## config.mk

```make
export PLATFORM = sky130hd
export DESIGN_NAME = aes_encrypt_host
export DESIGN_NICKNAME = d
export VERILOG_FILES = /design/src/rtl/aes_encrypt_host.sv
export SDC_FILE = /design/constraint.sdc
export NUM_CORES = 1
export LEC_CHECK = 0
export BUFFER_PORTS_ARGS = -buffer_cell sky130_fd_sc_hd__buf_4
export CELL_PAD_IN_SITES_DETAIL_PLACEMENT = 2
export CELL_PAD_IN_SITES_GLOBAL_PLACEMENT = 2
export CORE_MARGIN = 2
export CORE_UTILIZATION = 35
export CTS_CLUSTER_SIZE = 16
export DETAILED_ROUTE_END_ITERATION = 16
export GPL_TIMING_DRIVEN = 0
export PLACE_DENSITY = 0.81
export SETUP_SLACK_MARGIN = 0.4
export SLEW_MARGIN = 20
export SYNTH_ARGS = -nofsm -noshare
export SYNTH_HDL_FRONTEND = slang
export SYNTH_SLANG_ARGS = --single-unit
```

## constraint.sdc

```tcl
create_clock -name clk -period 2.8 [get_ports clk]
set_input_delay 0.28 -clock clk [delete_from_list [all_inputs] [get_ports clk]]
set_output_delay 0.28 -clock clk [all_outputs]
set_load 0.1 [all_outputs]
```

## src/rtl/aes_encrypt_host.sv

```systemverilog
// Bus initiator for the AES encrypt register port: writes a plaintext/key job
// as eight words, starts the core, waits for finish and reads back the ciphertext.
module aes_encrypt_host #(
  parameter int TIMEOUT = 1023,
  parameter int TW      = 10
) (
  input  logic         clk,
  input  logic         nrst,
  input  logic         s_valid,
  output logic         s_ready,
  input  logic [127:0] s_plain,
  input  logic [127:0] s_key,
  input  logic         s_key_reuse,
  output logic         m_valid,
  input  logic         m_ready,
  output logic [127:0] m_cipher,
  output logic         err,
  output logic         wr,
  output logic [2:0]   waddr,
  output logic [31:0]  wdata,
  output logic [1:0]   raddr,
  input  logic [31:0]  rdata,
  output logic         start,
  input  logic         finish,
  input  logic         bus_free
);

  typedef enum logic [2:0] {
    IDLE, WR_PT, WR_KEY, WAIT_FREE, START, WAIT_FIN, RD, OUT
  } state_t;

  state_t         state, state_n;
  logic [1:0]     beat, beat_n;
  logic [TW-1:0]  cnt, cnt_n;
  logic [127:0]   plain_q, plain_n, key_q, key_n;
  logic           skip_key, skip_n, key_loaded, kl_n;
  logic           wr_n, start_n, mv_n, err_n;
  logic [2:0]     waddr_n;
  logic [31:0]    wdata_n;
  logic [1:0]     raddr_n;
  logic [127:0]   mc_n;
  logic           tmo_hit;

  // A TIMEOUT of zero never expires; otherwise TIMEOUT cycles are allowed in a wait state.
  assign tmo_hit = (TIMEOUT != 0) && (cnt == TW'(TIMEOUT - 1));
  assign s_ready = (state == IDLE);

  always_ff @(posedge clk or negedge nrst) begin
    if (!nrst) begin
      state      <= IDLE;
      beat       <= '0;
      cnt        <= '0;
      plain_q    <= '0;
      key_q      <= '0;
      skip_key   <= 1'b0;
      key_loaded <= 1'b0;
      wr         <= 1'b0;
      waddr      <= '0;
      wdata      <= '0;
      raddr      <= '0;
      start      <= 1'b0;
      m_valid    <= 1'b0;
      m_cipher   <= '0;
      err        <= 1'b0;
    end else begin
      state      <= state_n;
      beat       <= beat_n;
      cnt        <= cnt_n;
      plain_q    <= plain_n;
      key_q      <= key_n;
      skip_key   <= skip_n;
      key_loaded <= kl_n;
      wr         <= wr_n;
      waddr      <= waddr_n;
      wdata      <= wdata_n;
      raddr      <= raddr_n;
      start      <= start_n;
      m_valid    <= mv_n;
      m_cipher   <= mc_n;
      err        <= err_n;
    end
  end

  // Next-state logic also computes the next value of every registered port output.
  always_comb begin
    state_n = state;
    beat_n  = beat;
    cnt_n   = cnt;
    plain_n = plain_q;
    key_n   = key_q;
    skip_n  = skip_key;
    kl_n    = key_loaded;
    wr_n    = 1'b0;
    waddr_n = waddr;
    wdata_n = wdata;
    raddr_n = raddr;
    start_n = 1'b0;
    mv_n    = m_valid;
    mc_n    = m_cipher;
    err_n   = err;
    case (state)
      IDLE: begin
        if (s_valid) begin
          plain_n = s_plain;
          key_n   = s_key;
          skip_n  = s_key_reuse & key_loaded;
          err_n   = 1'b0;
          state_n = WR_PT;
          beat_n  = 2'd0;
          wr_n    = 1'b1;
          waddr_n = 3'd0;
          wdata_n = s_plain[31:0];
        end
      end
      WR_PT: begin
        if (beat != 2'd3) begin
          beat_n  = beat + 1'b1;
          wr_n    = 1'b1;
          waddr_n = {1'b0, beat_n};
          wdata_n = plain_q[32*beat_n +: 32];
        end else if (skip_key) begin
          state_n = WAIT_FREE;
          cnt_n   = '0;
        end else begin
          state_n = WR_KEY;
          beat_n  = 2'd0;
          wr_n    = 1'b1;
          waddr_n = 3'd4;
          wdata_n = key_q[31:0];
        end
      end
      WR_KEY: begin
        if (beat != 2'd3) begin
          beat_n  = beat + 1'b1;
          wr_n    = 1'b1;
          waddr_n = {1'b1, beat_n};
          wdata_n = key_q[32*beat_n +: 32];
        end else begin
          kl_n    = 1'b1;
          state_n = WAIT_FREE;
          cnt_n   = '0;
        end
      end
      WAIT_FREE: begin
        if (bus_free) begin
          state_n = START;
          start_n = 1'b1;
        end else if (tmo_hit) begin
          err_n   = 1'b1;
          kl_n    = 1'b0;
          state_n = IDLE;
        end else begin
          cnt_n = cnt + 1'b1;
        end
      end
      // finish is deliberately not looked at here: a level left over from the previous job is stale.
      START: begin
        state_n = WAIT_FIN;
        cnt_n   = '0;
      end
      WAIT_FIN: begin
        if (finish) begin
          state_n = RD;
          beat_n  = 2'd0;
          raddr_n = 2'd0;
        end else if (tmo_hit) begin
          err_n   = 1'b1;
          kl_n    = 1'b0;
          state_n = IDLE;
        end else begin
          cnt_n = cnt + 1'b1;
        end
      end
      RD: begin
        mc_n[32*beat +: 32] = rdata;
        if (beat != 2'd3) begin
          beat_n  = beat + 1'b1;
          raddr_n = beat_n;
        end else begin
          mv_n    = 1'b1;
          state_n = OUT;
        end
      end
      OUT: begin
        if (m_ready) begin
          mv_n    = 1'b0;
          state_n = IDLE;
        end
      end
      default: state_n = IDLE;
    endcase
  end

endmodule

```

==> reports/results.txt <==
The flow ran to the end, but the final reports show violations. The checks that failed: setup timing. The total clock buffers created by CTS came out at 51.

TritonCTS built the clock tree. The tools report the clock root buffer as sky130_fd_sc_hd__clkbuf_16. Global routing finished with a remaining overflow of 0.

Summed over all cells, the static leakage comes to 13.5 nW. For hold timing, the worst endpoint is m_valid$_DFFE_PN0P_. The net count of the finished layout was 2784. After detailed routing, the total wire length is 152000 µm. The worst setup slack for register-to-register paths was -0.76 ns.

In the synthesized netlist the dominant register cell turns out to be sky130_fd_sc_hd__dfrtp_1. The weighted congestion reported at the end of routability-driven placement is 0.830, and the accumulated negative setup slack is -2.71 ns. The tools report the initial antenna violation count as 36.

Via count of the first global-routing pass: 22133. Once the floorplan was initialized, standard cells occupied 35.5% of the core. The fill cell instance count of the final layout was 5302. The width of the chip works out to 241 µm.

Entering global routing, the biggest net connects 98 pins. The maximum clock path buffer count was 3; the full die area was 58000 µm². Total I/O pin count: 465. The layout overhead on the synthesized area was 53.8%. sky130_fd_sc_hd__dfrtp_1 takes more of the synthesized area than any other cell. Summed instance area of the synthesized netlist: 19600 µm².

The count of vias placed by the detailed router was 21699; the async set or reset register ratio after synthesis was 100%. The initialized floorplan defines 86 standard-cell rows. The run gives 0.68 ns as the insertion delay of the later-clocked pin in the worst-skew pair. The class of the tightest hold or removal check was input pin to flip-flop. The port buffer count was 464; the peak clock frequency supported by timing was 0.281 GHz. The total area inside the core boundary comes to 55300 µm². The tools report the detailed-placement wirelength estimate as 60000 µm. For the worst setup path, the data arrival time is 4.03 ns. The total power per unit cell area came out at 1490 nW/µm². Measured in cells, the most critical reg-to-reg path has a length of 6. For the minimum setup slack in the final design, the log shows -0.764 ns.

Of all nets on the critical path, the largest fanout is 10. The fraction of the core area covered by cells at the end of the flow was 54.6%. Of the synthesized area, sequential elements account for 56.3%. Count of distinct cell types in the synthesized netlist: 48. The critical path in this run is classified as flip-flop to flip-flop. The mean area per synthesized cell is 11.9 µm². The share of post-route cells with drive strength above 1 is 40.6%. In this run the remaining antenna-violating nets after routing total 0. Yosys mapped a number of flops with a built-in enable equal to 0. Across the routed clock network, the largest skew measured is 0.0726 ns. The fraction of post-synthesis cell area in the top cell type by area works out to 56.3%. Dividing the final minimum period by the clock period gives 127%. The type of destination of the critical path is a flip-flop. At the pin with the least slew margin, the transition time is 1.40 ns. In this run the tightest slew margin relative to its limit is 5.91%. Detailed-route wire length per cell: 45.5 µm. The number of register bits inferred by synthesis was 442.

The tools report the gate count of the mapped netlist as 1647. Across the run, the number of max-cap violations was 0. The run gives 0.769 mV as the worst voltage drop across the vdd grid. After synthesis, the cell types taking the most area are sky130_fd_sc_hd__dfrtp_1 (56%), sky130_fd_sc_hd__mux2_2 (13%), sky130_fd_sc_hd__nand2_1 (5.9%). Number of pins exceeding their max-slew limit in the final report: 0. The startpoint kind of the worst setup timing path was a flip-flop.

Using the TritonRoute via totals, the vias-per-cell ratio works out to 6.50. The final-report hold violation count was 0; the number of warnings reported in the yosys synthesis log was 0. For this run, design rule violations remaining after detail routing come to 0. At the worst endpoint, the required time is 3.26 ns. The deepest level of the CTS H-tree was 2.

The startpoint identified for the worst register-to-register timing path is state[0]$_DFFE_PN0P_. Measured along the y axis, the die boundary spans 241 µm. The worst min-delay path startpoint is m_ready. In this run the critical register-to-register path is captured at wdata[29]$_DFFE_PN0P_.

For this run, the total global-route usage over all layers was measured as 39.1%. Clock slew at the register clock pins of the worst setup and hold paths: 0.09 ns. Setup repair after global routing could not meet its margin everywhere.

Subtracting the final worst setup slack from the clock period gives 3.56 ns. Before antenna repair, the detailed router went through 5 iterations. The TritonCTS sink count was 442; the worst hold path cell count was 4. The global-route wire length before repair was 163000 µm; the number of design-rule violations left by the first detailed-router iteration was 2512. Setup violations remaining at the end of the flow were counted as 9.

The logs give 1950 for the net count after synthesis and 45.1 mW for the power after layout.
[layout make-up]
class | instances | area, µm² | area share [%]
inverter | 9 | 41.3 | 0.137
multi-input combinational | 1076 | 8570 | 28.4
clock buffer | 75 | 1510 | 4.99
clock inverter | 21 | 235 | 0.779
antenna | 64 | 160 | 0.530
sequential | 442 | 11100 | 36.6
timing repair buffer | 781 | 6740 | 22.3
tap | 748 | 936 | 3.10
buffer | 120 | 947 | 3.14
[timing repair]
action	4_1_cts	5_1_grt
pin swaps	10	33
hold endpoints to repair	437	0
hold buffers	291	0
setup buffers	13	6
resized for setup	102	111
endpoints found under the setup margin	173	110
gates cloned	0	2
[how the worst max path moves through the flow]
| stage | endpoint | startpoint | depth (start not counted) |
|---|---|---|---|
| after global placement | plain_q[55]$_DFFE_PN0P_ | nrst | 1 |
| after detailed placement | wdata[5]$_DFFE_PN0P_ | beat[0]$_DFFE_PN0P_ | 9 |
| after floorplan | wdata[23]$_DFFE_PN0P_ | beat[0]$_DFFE_PN0P_ | 9 |
| final | wdata[29]$_DFFE_PN0P_ | state[0]$_DFFE_PN0P_ | 6 |
| after global routing | wdata[29]$_DFFE_PN0P_ | state[0]$_DFFE_PN0P_ | 6 |
| after CTS | m_cipher[17]$_DFFE_PN0P_ | beat[0]$_DFFE_PN0P_ | 10 |
[worst max-delay path: stages, from the launching register on]
cell and delay, ns:
sky130_fd_sc_hd__dfrtp_1 0.41, sky130_fd_sc_hd__buf_4 0.20, sky130_fd_sc_hd__nand2b_1 0.32, sky130_fd_sc_hd__a21oi_2 0.53, sky130_fd_sc_hd__buf_2 0.46, sky130_fd_sc_hd__nor2_1 0.27
sky130_fd_sc_hd__o31ai_1 1.18
[registers in the layout, summed over array words and instances, names as in the netlist]
register,flops
m_cipher,128
wdata,32
start,1
waddr,3
key_loaded,1
state,3
raddr,2
skip_key,1
cnt,10
plain_q,128
beat,2
key_q,128
wr,1
err,1
m_valid,1
[layer usage]
metal | vias up | part of all wire [%] | GRT usage [%]
met4 | 26 | 13 | 24.9
li1 | 7601 | - | -
met1 | 10785 | 32 | 43.0
met3 | 1109 | 12 | 11.3
met2 | 2178 | 43 | 66.6
met5 | - | 0.16 | 0
[logic make-up after synthesis]
logic type / synth area share (%)
flops: 56.3
simple gates: 8.41
mux: 22.0
compound gates: 9.57
buf+inv: 3.11
fa+ha+maj: 0.510
xor+xnor: 0.0446
[placed cells by master, fill, tap and decap left out, types with 28 or more instances in the layout]
master and count:
sky130_fd_sc_hd__buf_4 487, sky130_fd_sc_hd__nor2_1 40, sky130_fd_sc_hd__clkbuf_1 33, sky130_fd_sc_hd__mux4_2 32
sky130_fd_sc_hd__nand2_1 303, sky130_fd_sc_hd__clkbuf_16 55, sky130_fd_sc_hd__o22ai_1 30, sky130_fd_sc_hd__a21oi_1 28
sky130_fd_sc_hd__mux2i_1 36, sky130_fd_sc_hd__buf_6 28, sky130_fd_sc_hd__dlygate4sd3_1 291, sky130_fd_sc_hd__diode_2 64
sky130_fd_sc_hd__o21ai_0 110, sky130_fd_sc_hd__clkbuf_2 28, sky130_fd_sc_hd__o21ai_1 38, sky130_fd_sc_hd__mux2_1 61
sky130_fd_sc_hd__dfrtp_1 441, sky130_fd_sc_hd__mux2_2 201
[cell usage after synthesis, types with 2 or more instances]
master	count
sky130_fd_sc_hd__mux2_1	67
sky130_fd_sc_hd__o22ai_1	33
sky130_fd_sc_hd__clkbuf_1	65
sky130_fd_sc_hd__a21oi_1	47
sky130_fd_sc_hd__mux2_2	221
sky130_fd_sc_hd__nand2_1	307
sky130_fd_sc_hd__ha_1	8
sky130_fd_sc_hd__nor2b_1	2
sky130_fd_sc_hd__o31ai_1	38
sky130_fd_sc_hd__nor3b_2	4
sky130_fd_sc_hd__or4_1	6
sky130_fd_sc_hd__inv_1	8
sky130_fd_sc_hd__a211oi_1	2
sky130_fd_sc_hd__mux2i_1	36
sky130_fd_sc_hd__buf_6	2
sky130_fd_sc_hd__nor3_1	5
sky130_fd_sc_hd__nand4_1	6
sky130_fd_sc_hd__a31oi_1	4
sky130_fd_sc_hd__o21ai_1	33
sky130_fd_sc_hd__buf_2	35
sky130_fd_sc_hd__nand2b_1	5
sky130_fd_sc_hd__buf_4	18
sky130_fd_sc_hd__nand3_1	7
sky130_fd_sc_hd__mux4_2	32
sky130_fd_sc_hd__and2_1	3
sky130_fd_sc_hd__o21ai_0	116
sky130_fd_sc_hd__and3_1	2
sky130_fd_sc_hd__a221oi_1	32
sky130_fd_sc_hd__and4_1	2
sky130_fd_sc_hd__o211ai_1	2
sky130_fd_sc_hd__dfrtp_1	442
sky130_fd_sc_hd__nor2_1	41
[power by group]
group	internal [mW]	total, mW	switching (mW)	leakage [nW]
sequential	9.30	13.0	3.68	5.32
combinational	6.63	24.3	17.7	7.36
clock	4.13	7.82	3.69	0.857
[stage by stage]
step	setup WS, ns	area (µm²)	instances	hold WS [ns]
2_1_floorplan	0.371	19900	1647	-0.0156
3_3_place_gp	-3.27	24300	2859	0.462
3_5_place_dp	-0.871	24400	2864	0.230
4_1_cts	0.429	29600	3264	0.00294
5_1_grt	-0.599	30200	3323	0.0542
6_report	-0.764	30200	3336	0.0312
Note: power is estimated with default switching activity, not from simulation.
